[config.mk]
export PLATFORM = sky130hd
export DESIGN_NAME = clk_div_multi
export DESIGN_NICKNAME = d
export VERILOG_FILES = /design/src/rtl/clk_div_multi.sv
export SDC_FILE = /design/constraint.sdc
export NUM_CORES = 1
export LEC_CHECK = 0
export BUFFER_PORTS_ARGS = -buffer_cell sky130_fd_sc_hd__buf_2
export CAP_MARGIN = 20
export CORE_MARGIN = 8
export CORE_UTILIZATION = 40
export CTS_CLUSTER_DIAMETER = 80
export CTS_CLUSTER_SIZE = 40
export DETAILED_ROUTE_END_ITERATION = 10
export HOLD_SLACK_MARGIN = 0.12
export REMOVE_ABC_BUFFERS = 1
export SLEW_MARGIN = 20
export SYNTH_ARGS = -nofsm -noshare
export SYNTH_HDL_FRONTEND = slang
export SYNTH_SLANG_ARGS = --single-unit
[constraint.sdc]
create_clock -name clk_i -period 8 [get_ports clk_i]
set_input_delay 1.6 -clock clk_i [delete_from_list [all_inputs] [get_ports clk_i]]
set_output_delay 1.6 -clock clk_i [all_outputs]
set_load 0.05 [all_outputs]
[src/rtl/clk_div_multi.sv]
// Multi-channel programmable clock divider with per-channel tick strobes.
// Divisor writes to a running channel are deferred to the end of its period.
module clk_div_multi #(
    parameter int NUM_CH      = 4,
    parameter int DIV_W       = 16,
    parameter int DEFAULT_DIV = 50,
    localparam int CH_W       = (NUM_CH > 1) ? $clog2(NUM_CH) : 1
) (
    input  logic              clk_i,
    input  logic              rst_ni,
    input  logic [NUM_CH-1:0] en_i,
    input  logic              cfg_we_i,
    input  logic [CH_W-1:0]   cfg_ch_i,
    input  logic [DIV_W-1:0]  cfg_div_i,
    output logic [NUM_CH-1:0] cfg_busy_o,
    output logic [NUM_CH-1:0] clk_o,
    output logic [NUM_CH-1:0] tick_o
);

    logic ch_ok;

    assign ch_ok = 32'(cfg_ch_i) < 32'(NUM_CH);

    for (genvar k = 0; k < NUM_CH; k++) begin : g_ch
        logic [DIV_W-1:0] cnt_q, cnt_d;
        logic [DIV_W-1:0] act_q, act_d;
        logic [DIV_W-1:0] pnd_q, pnd_d;
        logic [DIV_W-1:0] h;
        logic             pend_q, pend_d;
        logic             clk_q, clk_d;
        logic             tick_q, tick_d;
        logic             wrap, sel, apply;

        always_comb begin
            h     = (act_q == '0) ? DIV_W'(1) : act_q;
            wrap  = (cnt_q == h - DIV_W'(1));
            sel   = cfg_we_i && ch_ok && (cfg_ch_i == CH_W'(k));
            cnt_d  = '0;
            clk_d  = 1'b0;
            tick_d = 1'b0;
            if (en_i[k]) begin
                if (wrap) begin
                    clk_d  = ~clk_q;
                    tick_d = ~clk_q;
                end else begin
                    cnt_d = cnt_q + DIV_W'(1);
                    clk_d = clk_q;
                end
            end
            // A pending divisor lands at the falling edge, or at once if disabled
            apply  = pend_q && (en_i[k] ? (wrap && clk_q) : 1'b1);
            act_d  = act_q;
            pnd_d  = pnd_q;
            pend_d = pend_q;
            if (apply) begin
                act_d  = pnd_q;
                pend_d = 1'b0;
            end
            if (sel) begin
                if (en_i[k]) begin
                    pnd_d  = cfg_div_i;
                    pend_d = 1'b1;
                end else begin
                    act_d = cfg_div_i;
                end
            end
        end

        always_ff @(posedge clk_i or negedge rst_ni) begin
            if (!rst_ni) begin
                cnt_q  <= '0;
                act_q  <= DIV_W'(DEFAULT_DIV);
                pnd_q  <= '0;
                pend_q <= 1'b0;
                clk_q  <= 1'b0;
                tick_q <= 1'b0;
            end else begin
                cnt_q  <= cnt_d;
                act_q  <= act_d;
                pnd_q  <= pnd_d;
                pend_q <= pend_d;
                clk_q  <= clk_d;
                tick_q <= tick_d;
            end
        end

        assign clk_o[k]      = clk_q;
        assign tick_o[k]     = tick_q;
        assign cfg_busy_o[k] = pend_q;
    end

endmodule

==> impl_metrics.py, run 1 <==
metrics = {
    "sta": {
        "max_freq_ghz": 0.215,
        "unrepaired_setup_endpoints_after_global_routing": "no",
        "timing.final.max_slew_violations": 0,
        "finalCriticalPeriod_ns": 4.66,
        "maxSlewHeadroom": 0.291,
        "share_of_the_cycle_needed_by_the_critical_path_after_routing": 0.582,
        "fin_skew_ns": 0.0123,
        "setup_total_negative_slack_ns": 0,
        "total_of_endpoints_with_negative_setup_slack_in_the_final_report": 0,
        "timing_worst_slew_pin_value_ns": 1.06,
        "report.final.hold_viol_count": 0,
    },
    "global_route": {
        "antenna_violations_before_repair": 0,
        "grt_overflow": 0,
        "grt_use_total": 0.168,
        "grt_first_pass_wirelength_um": 51000,
        "pin_count_of_the_biggest_net_entering_global_routing": 81,
        "first_global_vias": 9342,
    },
    "drt": {
        "avgRoutedWirePerCell_um": 18.1,
        "drtIter0Drc": 654,
        "detail_route.vias_per_cell": 5.66,
        "drt_pre_antenna_iters": 5,
        "via_count": 9662,
        "wire_length_after_detailed_routing_um": 30900,
        "drtAntennaViolNets": 0,
        "route.detailed.drc": 0,
    },
    "floorplanning": {
        "io-pin-count": 37,
        "initial_utilization": 0.407,
        "std_cell_rows": 64,
        "core-area_um2": 30700,
        "chipHeight_um": 193,
        "floorplan.die_area_um2": 37100,
        "die_width_um": 193,
    },
    "worst_hold_path": {
        "hold_path.class": "reg -> reg",
        "min-delay-start": "g_ch[3].pnd_q[7]$_DFFE_PN0P_",
    },
    "synth": {
        "synth_largest_type_area_fraction": 0.385,
        "postSynthAreaPerCell_um2": 9.38,
        "synth-seq-area-share": 0.410,
        "syn-cell-area_um2": 12500,
        "synth.yosys.warnings": 0,
        "yosys_register_bits": 204,
        "synth.mux.area_fraction": 0.107,
        "post_synth_fa_ha_maj_area_fraction": 0.00802,
        "synth_flop_cell": "dfrtp_1",
        "unique_cell_type_count_in_the_yosys_netlist": 71,
        "synth-compound-area-share": 0.114,
        "syn_inst": 1330,
        "synth-edff-count": 0,
        "synthArstFlopShare": 1.00,
        "synth-simple-area-share": 0.233,
        "dominant_cells_by_area_after_synthesis": "dfrtp_1 39%, mux2_2 7.4%, xnor2_1 5.3%, nor2_1 5.1%, xor2_1 3.7%",
        "cell_types_with_the_highest_counts_after_synthesis": "192 x dfrtp_1, 170 x nor2_1, 111 x nand2_1",
        "synthDominantAreaCellType": "dfrtp_1",
        "post_synth_xor_area_fraction": 0.0899,
        "synthMostInstantiatedCell": "dfrtp_1",
        "synth_top_family_by_area": "simple AND/OR/NAND/NOR gates",
    },
    "layout": {
        "multi_input_area_um2": 6880,
        "fill_cells": 2959,
        "final_core_util": 0.433,
        "flow.area_growth_from_synthesis_pct": 6.48,
        "finish.net_count": 1336,
        "insertedDiodeCount": 0,
        "drive_above_1_share": 0.142,
        "sequential_cell_area_um2": 5120,
    },
    "clocking": {
        "clockRootBuffer": "clkbuf_16",
        "clkLatencyLatePin_ns": 0.50,
        "clk_pin_slew_ns": 0.09,
        "cts.sinks": 204,
        "ctsResizeCount": 0,
        "ctsLongestPathBuffers": 3,
        "cts_inserted_buffers": 15,
        "cts-hold-fix-buffers": 0,
        "h-tree-depth": 1,
        "cts_tree": "built",
        "postCtsSetupBuffers": 0,
    },
    "flow_run": {
        "drv.max_cap_violation_count": 0,
    },
    "worst_setup_path": {
        "setup.worst_path.end_class": "flip-flop",
        "worstPathRequired_ns": 8.38,
        "critPathMaxFanout": 33,
        "worstSetupStartpointType": "flip-flop",
        "cp-startpoint": "g_ch[1].act_q[4]$_DFF_PN1_",
        "path_class": "reg -> reg",
        "arrival_ns": 5.03,
        "r2r_start": "g_ch[1].act_q[4]$_DFF_PN1_",
    },
    "placement": {
        "hpwl_um": 20600,
        "gp_congestion": 0.835,
        "place.port_buffers": 36,
    },
    "power_and_ir_drop": {
        "p_per_area_nw_per_um2": 204,
        "power.ir.vdd_worst_mv": 0.133,
        "p_leak_nw": 5.28,
    },
    "run_status": {
        "run_status": "finished, final reports clean",
    },
}
[sequential cells by signal, summed over array words and instances, names as in the netlist]
signal / cells
g_ch.pnd_q: 64
g_ch.cnt_q: 64
g_ch.act_q: 64
g_ch.clk_q: 4
g_ch.pend_q: 4
g_ch.tick_q: 4
[layout make-up]
| class | instances | share of cell area |
|---|---|---|
| multi-input cells | 1019 | 0.518 |
| flip-flops and latches | 204 | 0.385 |
| well taps | 396 | 0.0373 |
| clock buffers | 17 | 0.0288 |
| repair buffers | 44 | 0.0187 |
| clock inverters | 8 | 0.00593 |
| inverters | 19 | 0.00537 |
[per-stage QoR]
stage / std cells / instance area [µm²] / setup WS (ns) / total power, mW / hold WS [ns]
global route: 1707 / 13300 / 3.00 / 2.87 / 0.522
global placement: 1682 / 12800 / 3.55 / 1.93 / 0.486
detailed placement: 1682 / 12800 / 3.38 / 1.96 / 0.492
finish: 1707 / 13300 / 3.34 / 2.71 / 0.510
floorplan: 1242 / 12100 / 3.99 / 1.77 / 0.479
CTS: 1707 / 13300 / 3.36 / 2.74 / 0.512
[cell families after synthesis]
kind of cell / Yosys count
AOI/OAI and AO/OA: 198
DFF: 204
buffers and inverters: 107
and+or+nand+nor: 562
xor gates and xnor gates: 128
adders and majority gates: 8
muxes: 123
[path summary, 6_finish.rpt]
| check | endpoint | slack (ns) | depth (start not counted) |
|---|---|---|---|
| max reg2reg | g_ch[1].act_q[13]$_DFF_PN0_ | 3.34 | 12 |
| min in group asynchronous | g_ch[3].cnt_q[2]$_DFF_PN0_ | 1.15 | 1 |
| min reg2reg | g_ch[3].pnd_q[7]$_DFFE_PN0P_ | 0.51 | 1 |
| min | g_ch[3].pnd_q[7]$_DFFE_PN0P_ | 0.51 | 1 |
| max in group asynchronous | g_ch[1].cnt_q[2]$_DFF_PN0_ | 5.51 | 2 |
| max | g_ch[1].act_q[13]$_DFF_PN0_ | 3.34 | 12 |
[placed cells by master (no fill, tap or decap), types with 12 or more instances in the layout]
cell         n
nand3_1     54
dfrtp_1    192
o22ai_1     13
xnor2_1     75
nor3_1      22
xor2_1      53
mux2i_1     41
dfstp_2     12
nor2b_1     40
nor2_1     169
nor4_1      17
o32a_1      32
nand2_1    111
mux2_2      82
clkbuf_16   15
and3_1      55
a21oi_1     67
nor3b_1     16
buf_2       35
o211ai_1    12
nand4_1     14
o21ai_0     18
inv_1       19
[where the power goes]
part / switching (mW) / total (mW) / internal (mW)
registers: 0.190 / 1.37 / 1.18
clock network: 0.407 / 0.769 / 0.362
logic: 0.278 / 0.565 / 0.287
[routing by layer]
layer,up-vias,wire (µm),track usage
met3,46,1140,0.0206
met4,0,777,0.0479
met5,-,0,0
met2,180,14100,0.271
met1,4756,14800,0.235
li1,4680,-,-
[critical path, stage by stage (launching register included)]
cell and delay [ns]:
dfstp_2 0.62, or4_1 0.31, nor2_1 0.13, a31oi_1 0.19
ha_1 0.19, or3b_1 0.46, or4_4 0.53, a2111oi_4 0.44
nand3b_4 0.12, nor4_4 0.19, nand3_2 0.57, and3_1 0.44
o32a_1 0.34
(Power assumes the default switching activity.)
==> inputs of run 2 (changes only) <==
==> constraint.sdc (replaced) <==
create_clock -name clk_i -period 3.8 [get_ports clk_i]
set_input_delay 0.76 -clock clk_i [delete_from_list [all_inputs] [get_ports clk_i]]
set_output_delay 0.76 -clock clk_i [all_outputs]
set_load 0.05 [all_outputs]
==> run 2 against run 1 <==
Effect of this change:
- global-route usage rose by 0.22 points
- core utilization rose by 2.3 points
- clock power rose by 140%
- power rose by 120%
- register-to-register slack got worse by 3.2 ns
- first-iteration DRC count rose by 6.6%
- count of clock-buffer cells in the layout fell by 2
- critical endpoint is now g_ch[1].act_q[6]$_DFF_PN0_
==> impl_metrics.py, run 2 (synthesis results as in run 1) <==
metrics = {
    "clocking": {
        "h-tree-depth": 1,
        "cts.sinks": 204,
        "cts_inserted_buffers": 15,
        "clkLatencyLatePin_ns": 0.52,
        "cts_tree": "built",
        "ctsLongestPathBuffers": 3,
        "clockRootBuffer": "clkbuf_16",
        "clk_pin_slew_ns": 0.10,
        "cts-hold-fix-buffers": 0,
    },
    "worst_setup_path": {
        "setup.worst_path.end_class": "flip-flop",
        "critPathMaxFanout": 33,
        "arrival_ns": 4.02,
        "cpPeakStageDelay_ns": 0.56,
        "crit_slowest_cell": "dfstp_2",
        "worstSetupStartpointType": "flip-flop",
        "worst-r2r-cell-count": 13,
        "path_common_cell": "or4_4",
        "path_class": "reg -> reg",
        "worstPathRequired_ns": 4.19,
        "regToRegSetupSlack_ns": 0.17,
        "worstPathCellList": "or4_4 -> nor2_2 -> a31oi_1 -> ha_1 -> or3b_1 -> or4_4 -> a2111oi_4 -> nand3b_4 -> nor4_4 -> nand3_2 -> buf_12 -> and3_1 -> o32a_1",
    },
    "placement": {
        "place.port_buffers": 36,
        "gp_congestion": 0.869,
        "hpwl_um": 21300,
        "placement.cell_area_um2": 13300,
        "placement.setup.worst_slack_ns": 0.0272,
        "placed_cells": 1736,
    },
    "drt": {
        "drtIter0Drc": 697,
        "route.detailed.drc": 0,
        "drtAntennaViolNets": 0,
        "avgRoutedWirePerCell_um": 17.7,
        "detail_route.vias_per_cell": 5.62,
        "drt_pre_antenna_iters": 5,
        "wire_length_after_detailed_routing_um": 31400,
        "via_count": 9968,
    },
    "power_and_ir_drop": {
        "power.ir.vdd_worst_mv": 0.407,
        "p_per_area_nw_per_um2": 434,
        "post-layout-total-power_mw": 6.06,
        "p_leak_nw": 5.66,
    },
    "layout": {
        "leading_cell_types_in_the_layout_fill_and_taps_excluded": "191 x dfrtp_1, 169 x nor2_1, 110 x nand2_1",
        "finish.net_count": 1401,
        "drive_above_1_share": 0.192,
        "finalNonFillerCells": 1773,
        "final_core_util": 0.456,
        "layout.cells.most_common": "dfrtp_1",
        "postLayoutCellArea_um2": 14000,
        "insertedDiodeCount": 0,
        "biggest_regs": "g_ch.act_q x64, g_ch.cnt_q x64, g_ch.pnd_q x64",
        "fill_cells": 2910,
        "flow.area_growth_from_synthesis_pct": 12.1,
    },
    "sta": {
        "unrepaired_setup_endpoints_after_global_routing": "yes",
        "max_freq_ghz": 0.275,
        "finalCriticalPeriod_ns": 3.63,
        "report.final.hold_viol_count": 0,
        "timing.final.max_slew_violations": 0,
        "fin_skew_ns": 0.0414,
        "share_of_the_cycle_needed_by_the_critical_path_after_routing": 0.955,
        "timing_worst_slew_pin_value_ns": 0.891,
        "maxSlewHeadroom": 0.406,
        "setup_slack_ns": 0.170,
        "total_of_endpoints_with_negative_setup_slack_in_the_final_report": 0,
    },
    "global_route": {
        "pin_count_of_the_biggest_net_entering_global_routing": 79,
        "antenna_violations_before_repair": 0,
        "grt_first_pass_wirelength_um": 52000,
        "grt_use_total": 0.170,
        "first_global_vias": 9584,
        "grt_overflow": 0,
    },
    "floorplanning": {
        "floorplan.die_area_um2": 37100,
        "initial_utilization": 0.407,
        "std_cell_rows": 64,
        "die_width_um": 193,
        "chipHeight_um": 193,
        "core-area_um2": 30700,
        "io-pin-count": 37,
    },
    "worst_hold_path": {
        "hold_path.class": "in -> async",
    },
    "flow_run": {
        "drv.max_cap_violation_count": 0,
    },
    "run_status": {
        "run_status": "finished, final reports clean",
    },
}
run 2: timing repair:
item | 4_1_cts | 5_1_grt
setup buffers | 1 | 10
setup endpoints to repair | 1 | 113
pin swaps | 1 | 8
resized for setup | 0 | 14
run 2: worst max-delay path: cells and delay by family (launching register included):
kind | cells | cell delay (ns)
compound gates | 3 | 0.90
flops | 1 | 0.56
simple gates | 8 | 1.65
buf+inv | 1 | 0.18
fa+ha+maj | 1 | 0.20
run 2: stage by stage:
step	hold slack (ns)	setup TNS [ns]
5_1_grt	0.311	-0.0839
3_5_place_dp	0.496	0
4_1_cts	0.275	0
6_report	0.288	0
2_1_floorplan	0.464	-5.68
3_3_place_gp	0.490	0
run 2: path summary, 6_finish.rpt:
path | from | to
max | g_ch[1].act_q[1]$_DFF_PN1_ | g_ch[1].act_q[6]$_DFF_PN0_
min | rst_ni | g_ch[3].cnt_q[5]$_DFF_PN0_
max reg2reg | g_ch[1].act_q[1]$_DFF_PN1_ | g_ch[1].act_q[6]$_DFF_PN0_
min reg2reg | g_ch[3].clk_q$_DFFE_PN0P_ | g_ch[3].tick_q$_DFF_PN0_
max in group asynchronous | rst_ni | g_ch[0].act_q[1]$_DFF_PN1_
min in group clk_i | g_ch[3].clk_q$_DFFE_PN0P_ | g_ch[3].tick_q$_DFF_PN0_
run 2: layout make-up:
| cell class | instances | area, µm² | area share |
|---|---|---|---|
| Multi-Input combinational cell | 1019 | 6940 | 0.496 |
| Clock inverter | 11 | 179 | 0.0128 |
| Inverter | 19 | 71.3 | 0.00510 |
| Sequential cell | 204 | 5120 | 0.366 |
| Timing Repair Buffer | 109 | 800 | 0.0572 |
| Clock buffer | 15 | 375 | 0.0268 |
| Tap cell | 396 | 495 | 0.0354 |
run 2: where the power goes:
group	total [mW]	switching [mW]	internal [mW]
sequential	2.80	0.305	2.49
clock	1.81	0.982	0.827
combinational	1.46	0.737	0.721
total	6.06	2.03	4.04
run 2: layer usage:
| metal | global-route usage | routed length, µm | vias up |
|---|---|---|---|
| li1 | - | - | 4811 |
| met1 | 0.239 | 15200 | 4968 |
| met2 | 0.276 | 14500 | 156 |
| met3 | 0.0188 | 1050 | 33 |
| met4 | 0.0444 | 652 | 0 |
| met5 | 0 | 0 | - |
